### config.mk
export PLATFORM = sky130hd
export DESIGN_NAME = multicycle_control_unit_flat
export DESIGN_NICKNAME = d
export VERILOG_FILES = /design/src/rtl/multicycle_control_unit_if.sv /design/src/rtl/multicycle_control_unit.sv /design/src/flat_wrapper.sv
export SDC_FILE = /design/constraint.sdc
export NUM_CORES = 1
export LEC_CHECK = 0
export CAP_MARGIN = 20
export CELL_PAD_IN_SITES_DETAIL_PLACEMENT = 1
export CELL_PAD_IN_SITES_GLOBAL_PLACEMENT = 2
export CORE_AREA = 2 2 124 126
export CTS_CLUSTER_DIAMETER = 40
export DETAILED_ROUTE_END_ITERATION = 8
export DIE_AREA = 0 0 126 128
export GPL_TIMING_DRIVEN = 0
export PLACE_DENSITY_LB_ADDON = 0.1
export SLEW_MARGIN = 20
export SYNTH_ARGS = -nofsm -noshare
export SYNTH_HDL_FRONTEND = slang
export SYNTH_SLANG_ARGS = --single-unit
### constraint.sdc
create_clock -name CLK -period 2.89 [get_ports CLK]
set_input_delay 0.4335 -clock CLK [delete_from_list [all_inputs] [get_ports CLK]]
set_output_delay 0.4335 -clock CLK [all_outputs]
set_load 0.01 [all_outputs]
### src/rtl/multicycle_control_unit_if.sv
// multicycle_control_unit_if: handshake and control bundle between the multicycle control unit and datapath/caches
// master: control unit side (consumes ihit/dhit/InstrOp/InstrFunc/Equal, drives controls, requests, status, counters)
// slave:  datapath/cache side (the mirror image)
interface multicycle_control_unit_if #(parameter int PERF_W = 32);
   logic ihit, dhit, Equal;
   logic [5:0] InstrOp, InstrFunc;
   logic PcWEN, IrWEN, iMemRe, dMemRe, dMemWr;
   logic PcSrc, RegDst, MemToReg, regWEN, UpperImm, AluSrc, ExtOp, JType, RegZero, JReg;
   logic [3:0] AluOp;
   logic Halt, timeout;
   logic [2:0] state_o;
   logic [PERF_W-1:0] cycle_cnt, instr_cnt;
   modport master (
      input ihit, dhit, Equal, InstrOp, InstrFunc,
      output PcWEN, IrWEN, iMemRe, dMemRe, dMemWr, PcSrc, RegDst, MemToReg, regWEN, UpperImm,
         AluSrc, ExtOp, JType, RegZero, JReg, AluOp, Halt, timeout, state_o, cycle_cnt, instr_cnt
   );
   modport slave (
      output ihit, dhit, Equal, InstrOp, InstrFunc,
      input PcWEN, IrWEN, iMemRe, dMemRe, dMemWr, PcSrc, RegDst, MemToReg, regWEN, UpperImm,
         AluSrc, ExtOp, JType, RegZero, JReg, AluOp, Halt, timeout, state_o, cycle_cnt, instr_cnt
   );
endinterface

### src/rtl/multicycle_control_unit.sv
// multicycle_control_unit: FETCH/DECODE/EXEC/MEM/WB sequencer for the multicycle MIPS datapath
// Ports: CLK (rising edge), nRST (async active-low), cu (master modport): ihit/dhit/InstrOp/InstrFunc/Equal in;
//        datapath controls, PcWEN/IrWEN, memory requests, Halt/timeout, state_o, cycle_cnt/instr_cnt out
module multicycle_control_unit #(
   parameter bit TIMEOUT_EN  = 1'b1,
   parameter int TIMEOUT_CYC = 1024,
   parameter int PERF_W      = 32
) (
   input logic CLK,
   input logic nRST,
   multicycle_control_unit_if.master cu
);
   typedef enum logic [2:0] {RESET, FETCH, DECODE, EXEC, MEM, WB, HALTED} state_t;
   localparam logic [5:0] OP_R = 6'h00, OP_J = 6'h02, OP_JAL = 6'h03, OP_BEQ = 6'h04, OP_BNE = 6'h05,
      OP_SLTI = 6'h0A, OP_SLTIU = 6'h0B, OP_ANDI = 6'h0C, OP_ORI = 6'h0D, OP_XORI = 6'h0E,
      OP_LUI = 6'h0F, OP_LW = 6'h23, OP_SW = 6'h2B, OP_HALT = 6'h3F;
   localparam logic [5:0] FN_SLL = 6'h00, FN_SRL = 6'h02, FN_JR = 6'h08, FN_ADD = 6'h20, FN_ADDU = 6'h21,
      FN_SUB = 6'h22, FN_SUBU = 6'h23, FN_AND = 6'h24, FN_OR = 6'h25, FN_XOR = 6'h26, FN_NOR = 6'h27,
      FN_SLT = 6'h2A, FN_SLTU = 6'h2B;
   localparam logic [3:0] ALU_SLL = 4'd0, ALU_SRL = 4'd1, ALU_ADD = 4'd2, ALU_SUB = 4'd3, ALU_AND = 4'd4,
      ALU_OR = 4'd5, ALU_XOR = 4'd6, ALU_NOR = 4'd7, ALU_SLT = 4'd8, ALU_SLTU = 4'd9;
   localparam int WW = $clog2(TIMEOUT_CYC);
   state_t state, nxt;
   logic [WW-1:0] wcnt;
   logic [PERF_W-1:0] cyc, ins;
   logic to_q, hit, waiting, wd_fire, is_r, is_alui, is_mem, is_br, is_lw;
   logic [3:0] alu_fn, alu_i;
   assign is_r    = cu.InstrOp == OP_R;
   assign is_alui = cu.InstrOp[5:3] == 3'b001;
   assign is_lw   = cu.InstrOp == OP_LW;
   assign is_mem  = is_lw || cu.InstrOp == OP_SW;
   assign is_br   = cu.InstrOp == OP_BEQ || cu.InstrOp == OP_BNE;
   // watchdog only runs while a memory request is outstanding and unanswered
   assign hit     = state == FETCH ? cu.ihit : cu.dhit;
   assign waiting = (state == FETCH || state == MEM) && !hit;
   assign wd_fire = TIMEOUT_EN && waiting && wcnt == WW'(TIMEOUT_CYC - 1);
   assign alu_i = is_br ? ALU_SUB : cu.InstrOp == OP_SLTI ? ALU_SLT : cu.InstrOp == OP_SLTIU ? ALU_SLTU :
                  cu.InstrOp == OP_ANDI ? ALU_AND : cu.InstrOp == OP_ORI ? ALU_OR :
                  cu.InstrOp == OP_XORI ? ALU_XOR : ALU_ADD;
   always_comb begin
      alu_fn = ALU_ADD;
      case (cu.InstrFunc)
         FN_SLL:          alu_fn = ALU_SLL;
         FN_SRL:          alu_fn = ALU_SRL;
         FN_ADD, FN_ADDU: alu_fn = ALU_ADD;
         FN_SUB, FN_SUBU: alu_fn = ALU_SUB;
         FN_AND:          alu_fn = ALU_AND;
         FN_OR:           alu_fn = ALU_OR;
         FN_XOR:          alu_fn = ALU_XOR;
         FN_NOR:          alu_fn = ALU_NOR;
         FN_SLT:          alu_fn = ALU_SLT;
         FN_SLTU:         alu_fn = ALU_SLTU;
         default:         alu_fn = ALU_ADD;
      endcase
   end
   always_comb begin
      nxt = state;
      cu.PcWEN = 1'b0;
      cu.IrWEN = 1'b0;
      cu.iMemRe = 1'b0;
      cu.dMemRe = 1'b0;
      cu.dMemWr = 1'b0;
      cu.PcSrc = 1'b0;
      cu.RegDst = 1'b0;
      cu.MemToReg = 1'b0;
      cu.regWEN = 1'b0;
      cu.UpperImm = 1'b0;
      cu.AluSrc = 1'b0;
      cu.ExtOp = 1'b0;
      cu.JType = 1'b0;
      cu.RegZero = 1'b0;
      cu.JReg = 1'b0;
      cu.AluOp = '0;
      cu.Halt = 1'b0;
      case (state)
         RESET: nxt = FETCH;
         FETCH: begin
            cu.iMemRe = 1'b1;
            cu.IrWEN = cu.ihit;
            nxt = cu.ihit ? DECODE : wd_fire ? HALTED : FETCH;
         end
         DECODE: begin
            if (cu.InstrOp == OP_HALT) nxt = HALTED;
            else if (cu.InstrOp == OP_J || cu.InstrOp == OP_JAL) begin
               cu.JType = 1'b1;
               cu.PcWEN = 1'b1;
               cu.regWEN = cu.InstrOp == OP_JAL;
               cu.RegZero = cu.InstrOp == OP_JAL;
               nxt = FETCH;
            end else if (is_r && cu.InstrFunc == FN_JR) begin
               cu.JReg = 1'b1;
               cu.PcWEN = 1'b1;
               nxt = FETCH;
            end else nxt = EXEC;
         end
         EXEC: begin
            cu.AluOp = is_r ? alu_fn : alu_i;
            cu.AluSrc = is_alui || is_mem;
            // ADDI/ADDIU/SLTI/SLTIU sign-extend; ANDI/ORI/XORI/LUI zero-extend
            cu.ExtOp = is_mem || is_br || (is_alui && !cu.InstrOp[2]);
            cu.UpperImm = cu.InstrOp == OP_LUI;
            // BNE differs from BEQ only in opcode bit 0, which inverts the compare
            cu.PcSrc = is_br && (cu.Equal ^ cu.InstrOp[0]);
            cu.PcWEN = !(is_r || is_alui || is_mem);
            nxt = is_mem ? MEM : (is_r || is_alui) ? WB : FETCH;
         end
         MEM: begin
            cu.dMemRe = is_lw;
            cu.dMemWr = !is_lw;
            cu.PcWEN = cu.dhit && !is_lw;
            nxt = cu.dhit ? (is_lw ? WB : FETCH) : wd_fire ? HALTED : MEM;
         end
         WB: begin
            cu.regWEN = 1'b1;
            cu.RegDst = is_r;
            cu.MemToReg = is_lw;
            cu.PcWEN = 1'b1;
            nxt = FETCH;
         end
         HALTED: cu.Halt = 1'b1;
         default: nxt = RESET;
      endcase
   end
   always_ff @(posedge CLK or negedge nRST)
      if (!nRST) begin
         state <= RESET;
         wcnt <= '0;
         to_q <= 1'b0;
         cyc <= '0;
         ins <= '0;
      end else begin
         state <= nxt;
         wcnt <= waiting ? wcnt + 1'b1 : '0;
         if (wd_fire) to_q <= 1'b1;
         if (state != RESET && state != HALTED && ~&cyc) cyc <= cyc + 1'b1;
         if (cu.PcWEN && ~&ins) ins <= ins + 1'b1;
      end
   assign cu.timeout = to_q;
   assign cu.state_o = state;
   assign cu.cycle_cnt = cyc;
   assign cu.instr_cnt = ins;
endmodule

### src/flat_wrapper.sv
// flat-port wrapper written by rule: the top's interface ports become plain ports
module multicycle_control_unit_flat 
#(
   parameter bit TIMEOUT_EN  = 1'b1,
   parameter int TIMEOUT_CYC = 1024,
   parameter int PERF_W      = 32
)
  (CLK, nRST, cu_ihit, cu_dhit, cu_Equal, cu_InstrOp, cu_InstrFunc, cu_PcWEN, cu_IrWEN, cu_iMemRe, cu_dMemRe, cu_dMemWr, cu_PcSrc, cu_RegDst, cu_MemToReg, cu_regWEN, cu_UpperImm, cu_AluSrc, cu_ExtOp, cu_JType, cu_RegZero, cu_JReg, cu_AluOp, cu_Halt, cu_timeout, cu_state_o, cu_cycle_cnt, cu_instr_cnt);
  multicycle_control_unit_if #(.PERF_W(PERF_W)) cu_i ();
  input logic CLK;
  input logic nRST;
  input wire logic [$bits(cu_i.ihit)-1:0] cu_ihit;
  input wire logic [$bits(cu_i.dhit)-1:0] cu_dhit;
  input wire logic [$bits(cu_i.Equal)-1:0] cu_Equal;
  input wire logic [$bits(cu_i.InstrOp)-1:0] cu_InstrOp;
  input wire logic [$bits(cu_i.InstrFunc)-1:0] cu_InstrFunc;
  output wire logic [$bits(cu_i.PcWEN)-1:0] cu_PcWEN;
  output wire logic [$bits(cu_i.IrWEN)-1:0] cu_IrWEN;
  output wire logic [$bits(cu_i.iMemRe)-1:0] cu_iMemRe;
  output wire logic [$bits(cu_i.dMemRe)-1:0] cu_dMemRe;
  output wire logic [$bits(cu_i.dMemWr)-1:0] cu_dMemWr;
  output wire logic [$bits(cu_i.PcSrc)-1:0] cu_PcSrc;
  output wire logic [$bits(cu_i.RegDst)-1:0] cu_RegDst;
  output wire logic [$bits(cu_i.MemToReg)-1:0] cu_MemToReg;
  output wire logic [$bits(cu_i.regWEN)-1:0] cu_regWEN;
  output wire logic [$bits(cu_i.UpperImm)-1:0] cu_UpperImm;
  output wire logic [$bits(cu_i.AluSrc)-1:0] cu_AluSrc;
  output wire logic [$bits(cu_i.ExtOp)-1:0] cu_ExtOp;
  output wire logic [$bits(cu_i.JType)-1:0] cu_JType;
  output wire logic [$bits(cu_i.RegZero)-1:0] cu_RegZero;
  output wire logic [$bits(cu_i.JReg)-1:0] cu_JReg;
  output wire logic [$bits(cu_i.AluOp)-1:0] cu_AluOp;
  output wire logic [$bits(cu_i.Halt)-1:0] cu_Halt;
  output wire logic [$bits(cu_i.timeout)-1:0] cu_timeout;
  output wire logic [$bits(cu_i.state_o)-1:0] cu_state_o;
  output wire logic [$bits(cu_i.cycle_cnt)-1:0] cu_cycle_cnt;
  output wire logic [$bits(cu_i.instr_cnt)-1:0] cu_instr_cnt;
  assign cu_i.ihit = cu_ihit;
  assign cu_i.dhit = cu_dhit;
  assign cu_i.Equal = cu_Equal;
  assign cu_i.InstrOp = cu_InstrOp;
  assign cu_i.InstrFunc = cu_InstrFunc;
  assign cu_PcWEN = cu_i.PcWEN;
  assign cu_IrWEN = cu_i.IrWEN;
  assign cu_iMemRe = cu_i.iMemRe;
  assign cu_dMemRe = cu_i.dMemRe;
  assign cu_dMemWr = cu_i.dMemWr;
  assign cu_PcSrc = cu_i.PcSrc;
  assign cu_RegDst = cu_i.RegDst;
  assign cu_MemToReg = cu_i.MemToReg;
  assign cu_regWEN = cu_i.regWEN;
  assign cu_UpperImm = cu_i.UpperImm;
  assign cu_AluSrc = cu_i.AluSrc;
  assign cu_ExtOp = cu_i.ExtOp;
  assign cu_JType = cu_i.JType;
  assign cu_RegZero = cu_i.RegZero;
  assign cu_JReg = cu_i.JReg;
  assign cu_AluOp = cu_i.AluOp;
  assign cu_Halt = cu_i.Halt;
  assign cu_timeout = cu_i.timeout;
  assign cu_state_o = cu_i.state_o;
  assign cu_cycle_cnt = cu_i.cycle_cnt;
  assign cu_instr_cnt = cu_i.instr_cnt;
  multicycle_control_unit #(.TIMEOUT_EN(TIMEOUT_EN), .TIMEOUT_CYC(TIMEOUT_CYC), .PERF_W(PERF_W)) u_core (.CLK(CLK), .nRST(nRST), .cu(cu_i));
endmodule
==> impl_metrics.sql <==
INSERT INTO impl_metrics (metric_group, metric, value, unit) VALUES
('run_status', 'status', 'completed', ''),
('cts', 'ctsLongestPathBuffers', '2', ''),
('route', 'via_per_inst', '5.03', ''),
('critical_path', 'crit_family', 'simple AND/OR/NAND/NOR gates', ''),
('critical_path', 'critPathArrivalTime', '2.36', 'ns'),
('critical_path', 'critical-path-max-stage-delay', '0.57', 'ns'),
('power_and_ir_drop', 'power_density', '640', 'nW/um^2'),
('synthesis', 'postSynthNetCount', '468', ''),
('route', 'routed_wirelength', '12600', 'um'),
('cts', 'cts_num_sinks', '78', ''),
('power_and_ir_drop', 'sequentialPowerShare', '37.3', '%'),
('critical_path', 'timing.critical_path.from_type', 'input port', ''),
('global_route', 'grt_util_all_layers', '16.4', '%'),
('cts', 'total_number_of_h_tree_levels', '3', ''),
('timing', 'period_minus_slack', '2.79', 'ns'),
('cts', 'ctsRootBufferMaster', 'sky130_fd_sc_hd__clkbuf_16', ''),
('timing', 'min_period_over_period', '96.7', '%'),
('synthesis', 'share_of_the_yosys_chip_area_belonging_to_registers', '45.0', '%'),
('timing', 'hold_slack', '0.111', 'ns'),
('layout', 'final_layout_size_suffix_gt1_share', '8.63', '%'),
('timing', 'report.final.slew_viol_count', '0', ''),
('global_route', 'grt_pass1_wl', '21500', 'um'),
('synthesis', 'yosys_warnings', '0', ''),
('critical_path', 'criticalPathCategory', 'input port to primary output', ''),
('layout', 'mostFrequentLayoutCell', 'sky130_fd_sc_hd__clkdlybuf4s50_1', ''),
('synthesis', 'synthesis.instances', '447', ''),
('synthesis', 'synth_fa_ha_area_share', '1.16', '%'),
('layout', 'final_util', '40.0', '%'),
('critical_path', 'worst_r2r_endpoint', 'u_core.cu.instr_cnt[27]', ''),
('floorplanning', 'initial_standard_cell_utilization_of_the_core', '29.1', '%'),
('route', 'first_pass_iters', '4', ''),
('floorplanning', 'fp.dieArea', '16100', 'um^2'),
('timing', 'slew_headroom', '55.1', '%'),
('layout', 'areaGrowthSynthToFinish', '37.3', '%'),
('cts', 'clkLatencyLatePin', '0.34', 'ns'),
('synthesis', 'yosys_register_bits', '78', ''),
('synthesis', 'ys_types', '55', ''),
('power_and_ir_drop', 'ir_worst_vdd', '270', 'uV'),
('timing', 'maxClockFrequency', '358', 'MHz'),
('layout', 'final_cell_count_no_fill', '756', ''),
('global_route', 'number_of_global_route_vias_before_repair', '4140', ''),
('layout', 'layout_common_cells', 'sky130_fd_sc_hd__clkdlybuf4s50_1, sky130_fd_sc_hd__dfrtp_1, sky130_fd_sc_hd__nor2_1, sky130_fd_sc_hd__xor2_1, sky130_fd_sc_hd__nand3_1', ''),
('critical_path', 'reg2reg_depth', '6', ''),
('floorplanning', 'die_y', '128', 'um'),
('critical_path', 'worstSetupEndpointType', 'primary output', ''),
('worst_hold_path', 'hold_class', 'input port to async pin', ''),
('floorplanning', 'placementRows', '45', ''),
('global_route', 'grt_max_degree', '47', ''),
('synthesis', 'synth_top_area_cell', 'sky130_fd_sc_hd__dfrtp_1', ''),
('cts', 'tritoncts_clock_tree', 'yes', ''),
('synthesis', 'avgSynthCellArea', '9.69', 'um^2'),
('cts', 'clkTransAtPathRegs', '0.06', 'ns'),
('timing', 'final-setup-viol-count', '0', ''),
('route', 'drt_iter0_drc', '152', ''),
('power_and_ir_drop', 'netSwitchingFraction', '34.3', '%'),
('timing', 'finalHoldViolCount', '0', ''),
('synthesis', 'ys_async_sr_fraction', '100', '%'),
('route', 'dr_total_vias', '3805', ''),
('synthesis', 'synthesized_area_fraction_occupied_by_xor_and_xnor_cells', '14.1', '%'),
('route', 'routed_wire_length_per_instance', '16.6', 'um'),
('route', 'antenna_violating_nets_post_route', '0', ''),
('floorplanning', 'num_io_pins', '105', ''),
('critical_path', 'worst-endpoint-required', '2.46', 'ns'),
('critical_path', 'worst_path_fanout_max', '8', ''),
('synthesis', 'synth_top_cells_by_area', 'sky130_fd_sc_hd__dfrtp_1, sky130_fd_sc_hd__xor2_1, sky130_fd_sc_hd__xnor2_1', ''),
('global_route', 'initial_antenna_violation_count', '0', ''),
('critical_path', 'cpMaxStageDelayCell', 'sky130_fd_sc_hd__or4_4', ''),
('synthesis', 'main_combinational_cell_family_by_area_after_synthesis', 'simple AND/OR/NAND/NOR gates', ''),
('timing', 'fin_skew', '0.00752', 'ns'),
('placed_design', 'place_congestion', '0.794', ''),
('synthesis', 'synth_simple_gate_area_share', '30.8', '%');
==> repair_timing <==
action                     CTS  global route
resized for setup           16             8
setup endpoints to repair    8             6
pin swaps                    2             0
setup buffers                2             0
==> how the worst max path moves through the flow <==
stage	startpoint	end	slack (ns)	depth (start not counted)
after floorplan	cu_InstrOp[0]	cu_PcWEN	0.52	7
after global placement	nRST	u_core.wcnt[7]	-1.59	1
after detailed placement	cu_InstrOp[5]	cu_PcWEN	-0.64	8
after CTS	u_core.cu.state_o[1]	cu_PcSrc	0.008	5
after global routing	u_core.cu.state_o[1]	cu_PcSrc	0.0009	5
final	cu_InstrOp[3]	cu_RegDst	0.1	5
==> worst reg2reg max path, stage by stage (launching register included) <==
cell and delay [ns]:
sky130_fd_sc_hd__dfrtp_1 0.45, sky130_fd_sc_hd__nand4_1 0.26, sky130_fd_sc_hd__nor4_1 0.50, sky130_fd_sc_hd__and3_1 0.36
sky130_fd_sc_hd__clkbuf_1 0.49, sky130_fd_sc_hd__nor3_1 0.14, sky130_fd_sc_hd__xor2_1 0.17
==> cell type report <==
class	instances	area [um^2]	share of cell area (%)
plain buffers	13	88.8	1.49
clock buffers	11	243	4.08
clock inverters	5	58.8	0.989
inverters	12	45.0	0.757
multi-input cells	344	2280	38.4
flip-flops and latches	78	1950	32.8
well taps	188	235	3.95
repair buffers	105	1040	17.5
==> flip-flops by register name, indices dropped and copies added (netlist names) <==
signal / flops
u_core.cu.state_o: 3
u_core.cu.cycle_cnt: 32
u_core.wcnt: 10
u_core.cu.instr_cnt: 32
u_core.cu.timeout: 1
==> metrics by stage <==
stage	cell area, um^2	TNS [ns]	setup slack, ns	power (W)
final	5950	0	0.0963	0.00381
after global routing	5950	0	0.000891	0.00407
after CTS	5940	0	0.00826	0.00387
after detailed placement	5610	-5.18	-0.645	0.00266
after global placement	5590	-128.17	-1.59	0.00264
after floorplan	4330	0	0.521	0.00205
==> routing by layer <==
metal  global-route usage [%]  vias to the layer above  share of wire, %
met3                     4.63                       13               5.6
met2                     26.1                       89                45
met4                     5.43                        0               1.5
li1                         -                     1823                 -
met1                     21.6                     1880                47
met5                        0                        -                 0
==> synthesized netlist by cell type (5+ instances only) <==
library cell	count
sky130_fd_sc_hd__nand2_1	29
sky130_fd_sc_hd__xor2_1	40
sky130_fd_sc_hd__and2_1	10
sky130_fd_sc_hd__and3_1	14
sky130_fd_sc_hd__dfrtp_1	78
sky130_fd_sc_hd__nor2_1	44
sky130_fd_sc_hd__clkbuf_1	6
sky130_fd_sc_hd__o21ai_0	5
sky130_fd_sc_hd__nand3_1	32
sky130_fd_sc_hd__nor3b_1	8
sky130_fd_sc_hd__a21oi_1	5
sky130_fd_sc_hd__nand4_1	27
sky130_fd_sc_hd__inv_1	10
sky130_fd_sc_hd__and4_1	7
sky130_fd_sc_hd__nand2b_1	5
sky130_fd_sc_hd__nor3_1	27
sky130_fd_sc_hd__xnor2_1	30
==> power by group through the flow <==
stage | clock network [W] | registers, W | logic (W)
5_1_grt | 0.00125 | 0.00145 | 0.00137
3_5_place_dp | 0 | 0.00144 | 0.00122
6_report | 0.00116 | 0.00142 | 0.00123
2_1_floorplan | 0 | 0.00146 | 0.000594
4_1_cts | 0.00120 | 0.00142 | 0.00125
3_3_place_gp | 0 | 0.00144 | 0.00121
==> cells by family (layout without fill, tap and decap cells) <==
kind of cell,count (synthesis),in the layout
mux,3,3
simple gates,236,236
flops,78,78
buf+inv,25,146
xor+xnor,70,70
fa+ha+maj,4,4
compound gates,31,31
(Power assumes the default switching activity.)
